### config.mk
export PLATFORM = sky130hd
export DESIGN_NAME = fp_div_arbiter_flat
export DESIGN_NICKNAME = d
export VERILOG_FILES = /design/src/rtl/fp_div_arbiter_if.sv /design/src/rtl/fp_div_arbiter.sv /design/src/flat_wrapper.sv
export SDC_FILE = /design/constraint.sdc
export NUM_CORES = 1
export LEC_CHECK = 0
export ABC_AREA = 1
export BUFFER_PORTS_ARGS = -buffer_cell sky130_fd_sc_hd__buf_4
export CAP_MARGIN = 20
export CORE_MARGIN = 10
export CORE_UTILIZATION = 40
export DETAILED_ROUTE_END_ITERATION = 12
export GPL_ROUTABILITY_DRIVEN = 0
export PLACE_DENSITY = 0.82
export SLEW_MARGIN = 25
export SYNTH_ARGS = -nofsm -noshare
export SYNTH_HDL_FRONTEND = slang
export SYNTH_SLANG_ARGS = --single-unit
### constraint.sdc
create_clock -name clk -period 5.5 [get_ports clk]
set_input_delay 0.825 -clock clk [delete_from_list [all_inputs] [get_ports clk]]
set_output_delay 0.825 -clock clk [all_outputs]
set_load 0.02 [all_outputs]
### src/rtl/fp_div_arbiter_if.sv
// Requester, divider and response signals of the shared FP divider arbiter.
// slave = arbiter view, master = surrounding requesters plus divider.
interface fp_div_arbiter_if #(
   parameter int NUM_REQ = 4,
   parameter int W       = 32,
   parameter int ID_W    = 2
);
   logic                 issue_en;
   logic [NUM_REQ-1:0]   req_valid;
   logic [NUM_REQ-1:0]   req_ready;
   logic [NUM_REQ*W-1:0] req_a;
   logic [NUM_REQ*W-1:0] req_b;
   logic [W-1:0]         div_a;
   logic [W-1:0]         div_b;
   logic                 div_ab_valid;
   logic [W-1:0]         div_z;
   logic                 div_z_valid;
   logic [NUM_REQ-1:0]   rsp_valid;
   logic [ID_W-1:0]      rsp_id;
   logic [W-1:0]         rsp_z;
   logic                 tag_err;

   modport slave (
      input  issue_en, req_valid, req_a, req_b, div_z, div_z_valid,
      output req_ready, div_a, div_b, div_ab_valid, rsp_valid, rsp_id, rsp_z, tag_err
   );

   modport master (
      output issue_en, req_valid, req_a, req_b, div_z, div_z_valid,
      input  req_ready, div_a, div_b, div_ab_valid, rsp_valid, rsp_id, rsp_z, tag_err
   );
endinterface

### src/rtl/fp_div_arbiter.sv
// Round-robin sharing of one fixed-latency pipelined FP divider among NUM_REQ requesters.
// Operands registered 1 cycle after grant; response DIV_STAGES+2 cycles after handshake; no response back-pressure.
module fp_div_arbiter #(
   parameter int NUM_REQ    = 4,
   parameter int sig_width  = 23,
   parameter int exp_width  = 8,
   parameter int DIV_STAGES = 5
) (
   input  logic            clk,
   input  logic            rst_n,
   fp_div_arbiter_if.slave bus
);
   localparam int W    = sig_width + exp_width + 1;
   localparam int ID_W = $clog2(NUM_REQ);

   logic [ID_W-1:0]                  rr_ptr_q, rr_ptr_d;
   logic [ID_W-1:0]                  idx;
   logic                             gnt_vld;
   logic [ID_W-1:0]                  gnt_id;
   logic [NUM_REQ-1:0]               grant;
   logic [W-1:0]                     sel_a, sel_b;
   logic [W-1:0]                     div_a_q, div_b_q;
   logic                             div_vld_q;
   logic [DIV_STAGES:0]              tag_vld_q;
   logic [DIV_STAGES:0][ID_W-1:0]    tag_id_q;
   logic [NUM_REQ-1:0]               rsp_valid_q;
   logic [ID_W-1:0]                  rsp_id_q;
   logic [W-1:0]                     rsp_z_q;
   logic                             tag_err_q;

   // Grant is gated by rst_n so nothing is offered while the block is held in reset.
   always_comb begin
      gnt_vld  = 1'b0;
      gnt_id   = '0;
      idx      = '0;
      for (int k = 0; k < NUM_REQ; k++) begin
         idx = ID_W'((int'(rr_ptr_q) + k) % NUM_REQ);
         if (rst_n && bus.issue_en && !gnt_vld && bus.req_valid[idx]) begin
            gnt_vld = 1'b1;
            gnt_id  = idx;
         end
      end
      grant    = gnt_vld ? (NUM_REQ'(1) << gnt_id) : '0;
      rr_ptr_d = rr_ptr_q;
      if (gnt_vld) begin
         rr_ptr_d = (gnt_id == ID_W'(NUM_REQ - 1)) ? '0 : gnt_id + 1'b1;
      end
   end

   assign sel_a = bus.req_a[int'(gnt_id)*W +: W];
   assign sel_b = bus.req_b[int'(gnt_id)*W +: W];

   always_ff @(posedge clk or negedge rst_n) begin
      if (!rst_n) begin
         rr_ptr_q    <= '0;
         div_a_q     <= '0;
         div_b_q     <= '0;
         div_vld_q   <= 1'b0;
         tag_vld_q   <= '0;
         tag_id_q    <= '0;
         rsp_valid_q <= '0;
         rsp_id_q    <= '0;
         rsp_z_q     <= '0;
         tag_err_q   <= 1'b0;
      end else begin
         rr_ptr_q  <= rr_ptr_d;
         div_vld_q <= gnt_vld;
         if (gnt_vld) begin
            div_a_q <= sel_a;
            div_b_q <= sel_b;
         end
         // Tail of the tag pipe lines up with the divider's div_z_valid.
         tag_vld_q <= {tag_vld_q[DIV_STAGES-1:0], gnt_vld};
         tag_id_q  <= {tag_id_q[DIV_STAGES-1:0], gnt_id};
         if (tag_vld_q[DIV_STAGES]) begin
            rsp_valid_q <= NUM_REQ'(1) << tag_id_q[DIV_STAGES];
            rsp_id_q    <= tag_id_q[DIV_STAGES];
            rsp_z_q     <= bus.div_z;
         end else begin
            rsp_valid_q <= '0;
         end
         if (bus.div_z_valid != tag_vld_q[DIV_STAGES]) begin
            tag_err_q <= 1'b1;
         end
      end
   end

   assign bus.req_ready    = grant;
   assign bus.div_a        = div_a_q;
   assign bus.div_b        = div_b_q;
   assign bus.div_ab_valid = div_vld_q;
   assign bus.rsp_valid    = rsp_valid_q;
   assign bus.rsp_id       = rsp_id_q;
   assign bus.rsp_z        = rsp_z_q;
   assign bus.tag_err      = tag_err_q;
endmodule

### src/flat_wrapper.sv
// flat-port wrapper written by rule: the top's interface ports become plain ports
module fp_div_arbiter_flat 
#(
   parameter int NUM_REQ    = 4,
   parameter int sig_width  = 23,
   parameter int exp_width  = 8,
   parameter int DIV_STAGES = 5
)
  (clk, rst_n, bus_issue_en, bus_req_valid, bus_req_a, bus_req_b, bus_div_z, bus_div_z_valid, bus_req_ready, bus_div_a, bus_div_b, bus_div_ab_valid, bus_rsp_valid, bus_rsp_id, bus_rsp_z, bus_tag_err);
  fp_div_arbiter_if #(.NUM_REQ(NUM_REQ), .W((32)), .ID_W((2))) bus_i ();
  input  logic clk;
  input  logic rst_n;
  input wire logic [$bits(bus_i.issue_en)-1:0] bus_issue_en;
  input wire logic [$bits(bus_i.req_valid)-1:0] bus_req_valid;
  input wire logic [$bits(bus_i.req_a)-1:0] bus_req_a;
  input wire logic [$bits(bus_i.req_b)-1:0] bus_req_b;
  input wire logic [$bits(bus_i.div_z)-1:0] bus_div_z;
  input wire logic [$bits(bus_i.div_z_valid)-1:0] bus_div_z_valid;
  output wire logic [$bits(bus_i.req_ready)-1:0] bus_req_ready;
  output wire logic [$bits(bus_i.div_a)-1:0] bus_div_a;
  output wire logic [$bits(bus_i.div_b)-1:0] bus_div_b;
  output wire logic [$bits(bus_i.div_ab_valid)-1:0] bus_div_ab_valid;
  output wire logic [$bits(bus_i.rsp_valid)-1:0] bus_rsp_valid;
  output wire logic [$bits(bus_i.rsp_id)-1:0] bus_rsp_id;
  output wire logic [$bits(bus_i.rsp_z)-1:0] bus_rsp_z;
  output wire logic [$bits(bus_i.tag_err)-1:0] bus_tag_err;
  assign bus_i.issue_en = bus_issue_en;
  assign bus_i.req_valid = bus_req_valid;
  assign bus_i.req_a = bus_req_a;
  assign bus_i.req_b = bus_req_b;
  assign bus_i.div_z = bus_div_z;
  assign bus_i.div_z_valid = bus_div_z_valid;
  assign bus_req_ready = bus_i.req_ready;
  assign bus_div_a = bus_i.div_a;
  assign bus_div_b = bus_i.div_b;
  assign bus_div_ab_valid = bus_i.div_ab_valid;
  assign bus_rsp_valid = bus_i.rsp_valid;
  assign bus_rsp_id = bus_i.rsp_id;
  assign bus_rsp_z = bus_i.rsp_z;
  assign bus_tag_err = bus_i.tag_err;
  fp_div_arbiter #(.NUM_REQ(NUM_REQ), .sig_width(sig_width), .exp_width(exp_width), .DIV_STAGES(DIV_STAGES)) u_core (.clk(clk), .rst_n(rst_n), .bus(bus_i));
endmodule
==> metrics.md <==
| Metric | Value |
|---|---|
| Status | finished, final reports clean |
| Iter 0 DRT Violations | 857 |
| Nets | 1940 |
| Post-DP HPWL | 23500 um |
| Post-Synthesis Cell Area | 0.00814 mm2 |
| IR drop worst, VDD | 0.000696 V |
| Layout Area Growth over Synthesis | 44.0% |
| Post-Syn Nets | 1591 |
| DRC viols | 0 |
| Gate Count Post-Synth | 1294 |
| Fin. Hold Viols | 0 |
| Placed inst area | 0.0111 mm2 |
| Data required, critical path | 4680 ps |
| Setup crit start kind | flip-flop |
| Max_slew headroom | 42.3% |
| DR WL/cell | 16.7 um |
| Core area | 0.0201 mm2 |
| Worst-Margin Slew | 865 ps |
| Via count | 9501 |
| Die Area | 0.0265 mm2 |
| # rows | 52 |
| Clock Path Buffers | 2 |
| Setup_tns | 0 ps |
| Final Critical Period | 4520 ps |
| P per Cell Area | 541 mW/mm2 |
| Routed wire length | 32100 um |
| Fillers | 1900 |
| Hold Slack | 348 ps |
| GRT overflow | 0 |
| Clk sinks | 123 |
| Max-cap violations | 0 |
| Chip height | 163 um |
| IO buf count | 403 |
| Syn Area/Cell | 6.29 um2 |
| PnR worst setup slack | 981 ps |
| Global Route Usage Sum | 23.2% |
| PostCTS Resize Cnt | 0 |
| Pleak | 7.35 nW |
| Clk root buf | clkbuf_16 |
| Final setup viols | 0 |
| Post-synth top area cell | dfrtp_1 |
| Antenna Nets Post-Route | 0 |
| Final Instance Area | 0.0117 mm2 |
| CP arrival | 3690 ps |
| H-tree depth | 4 |
| Clock transition at path regs | 60 ps |
| Final Cycle Share | 82.2% |
| Yosys Warn Count | 0 |
| Util after Layout | 58.3% |
| DRT Pass-1 Iters | 5 |
| First-pass GRT wire length | 49100 um |
| DP Worst Slack | 1000 ps |
| Max Slew Vio Count | 0 |
| Synth top area cells | dfrtp_1, nand2_1, nand3_1, inv_1, buf_2 |
| FF+latch count, synth | 123 |
| Effective utilization at floorplan | 40.5% |
| Critical path class | reg2out |
| TritonCTS buffer count | 17 |
| Endpoint class of the critical path | output port |
| Die Wd | 163 um |
| Area share of the largest cell type after synthesis | 37.8% |
| Hold buffer count at CTS | 0 |
| Vias in the first global route | 9149 |
| Worst-case clock skew | 7.13 ps |
| Post-synth cell types | 25 |
| Achievable Freq | 221 MHz |
| RSZ-0062 raised after global routing | no |
| Post-synth ARST share | 100% |
| Layout cells sized above 1 | 28.3% |
| Hold crit path type | in2async |
| Worst Path Max Fanout | 55 |
| Total setup buffers inserted after CTS | 0 |
| Initial antenna violation count | 1 |
| Worst skew pair latency | 420 ps |
| Sequential element share of the synthesized area | 37.8% |
| Ys flop type | dfrtp_1 |
| CTS tree | built |
| EDFF count, synth | 0 |
| Largest net degree at the start of global routing | 108 |
| Top Ports | 404 |
| Vias per Instance | 4.93 |
==> state kept, by name, indices dropped and copies added, names as in the netlist <==
signal and count:
u_core.bus.div_a 32, u_core.bus.div_b 32, u_core.bus.rsp_id 2, u_core.bus.rsp_valid 4, u_core.bus.rsp_z 32, u_core.bus.tag_err 1
u_core.rr_ptr_q 2, u_core.tag_id_q 12, u_core.tag_vld_q 6
==> worst max-delay path, stage by stage, from the launching register on <==
cell and delay [ps]:
dfrtp_1 510, inv_4 180, nand2_1 60, nand2_1 110, nand2_1 80, nand2_2 150, nor2_4 70, nor2_1 200
inv_1 110, nand2_4 480, nand2_2 610, ha_1 440, nand2_1 70, inv_1 30, buf_4 140
==> synthesized netlist by cell type, types with 2 or more instances <==
cell	number
dfrtp_1	123
o21ai_2	2
nand3_1	326
o21ai_0	4
nor2_1	9
nand2_2	6
buf_1	6
buf_4	15
nor3_1	2
buf_2	29
nand2_1	457
buf_6	10
inv_2	4
inv_1	267
clkbuf_1	24
==> path summary, 6_finish.rpt <==
path | from | end | slack [ps] | cells past startpoint
setup / recovery | u_core.rr_ptr_q[0] | bus_req_ready[3] | 980 | 14
hold / removal | rst_n | u_core.bus.rsp_z[10] | 350 | 1
setup reg to reg | u_core.rr_ptr_q[0] | u_core.bus.div_b[0] | 1910 | 16
hold reg to reg | u_core.tag_id_q[0] | u_core.tag_id_q[2] | 350 | 0
max in group asynchronous | rst_n | u_core.bus.div_b[31] | 4090 | 2
min in group clk | u_core.tag_id_q[0] | u_core.tag_id_q[2] | 350 | 0
==> logic make-up after synthesis <==
family                     Yosys count  share of synthesized area, %
DFF                                123                          37.8
buffers and inverters              356                          18.5
and+or+nand+nor                    805                          42.8
adders and majority gates            1                         0.154
AOI/OAI and AO/OA                    9                         0.723
==> area by class of cell <==
class | instances | area [um2] | share of cell area [%]
clock inverter | 15 | 148 | 1.26
tap | 270 | 338 | 2.88
timing repair buffer | 414 | 3110 | 26.5
clock buffer | 17 | 425 | 3.63
antenna | 1 | 2.50 | 0.0213
sequential | 123 | 3080 | 26.3
inverter | 272 | 1020 | 8.73
multi-input combinational | 815 | 3590 | 30.7
==> power by group <==
group / internal [W] / switching [W] / leakage, nW
Clock: 0.000603 / 0.000484 / 0.274
Combinational: 0.00131 / 0.00237 / 5.55
Sequential: 0.00132 / 0.000253 / 1.53
Total: 0.00323 / 0.00311 / 7.35
==> per-layer routing <==
metal	share of wire, %	track usage [%]	wire length (um)
met1	39	27.3	12500
met5	0	0	0
met3	10	7.10	3230
met4	3.2	8.11	1020
met2	48	39.2	15400
==> through the flow <==
| stage | power [W] | cells |
|---|---|---|
| 6_report | 0.00634 | 1927 |
| 5_1_grt | 0.00682 | 1927 |
| 4_1_cts | 0.00638 | 1926 |
| 3_5_place_dp | 0.00525 | 1894 |
| 3_3_place_gp | 0.00518 | 1894 |
| 2_1_floorplan | 0.00398 | 1294 |
==> cell usage in the layout (no fill, tap or decap), types with 2 or more instances in the layout <==
master / Yosys / layout
buf_4: 15 / 413
clkbuf_16: 0 / 17
clkinvlp_4: 0 / 3
dfrtp_1: 123 / 122
inv_1: 267 / 267
inv_2: 4 / 4
inv_6: 0 / 6
inv_8: 0 / 5
nand2_1: 457 / 454
nand2_2: 6 / 7
nand2_4: 0 / 2
nand3_1: 326 / 326
nor2_1: 9 / 7
nor2_4: 1 / 3
nor3_1: 2 / 2
o21ai_0: 4 / 4
(Power assumes the default switching activity.)
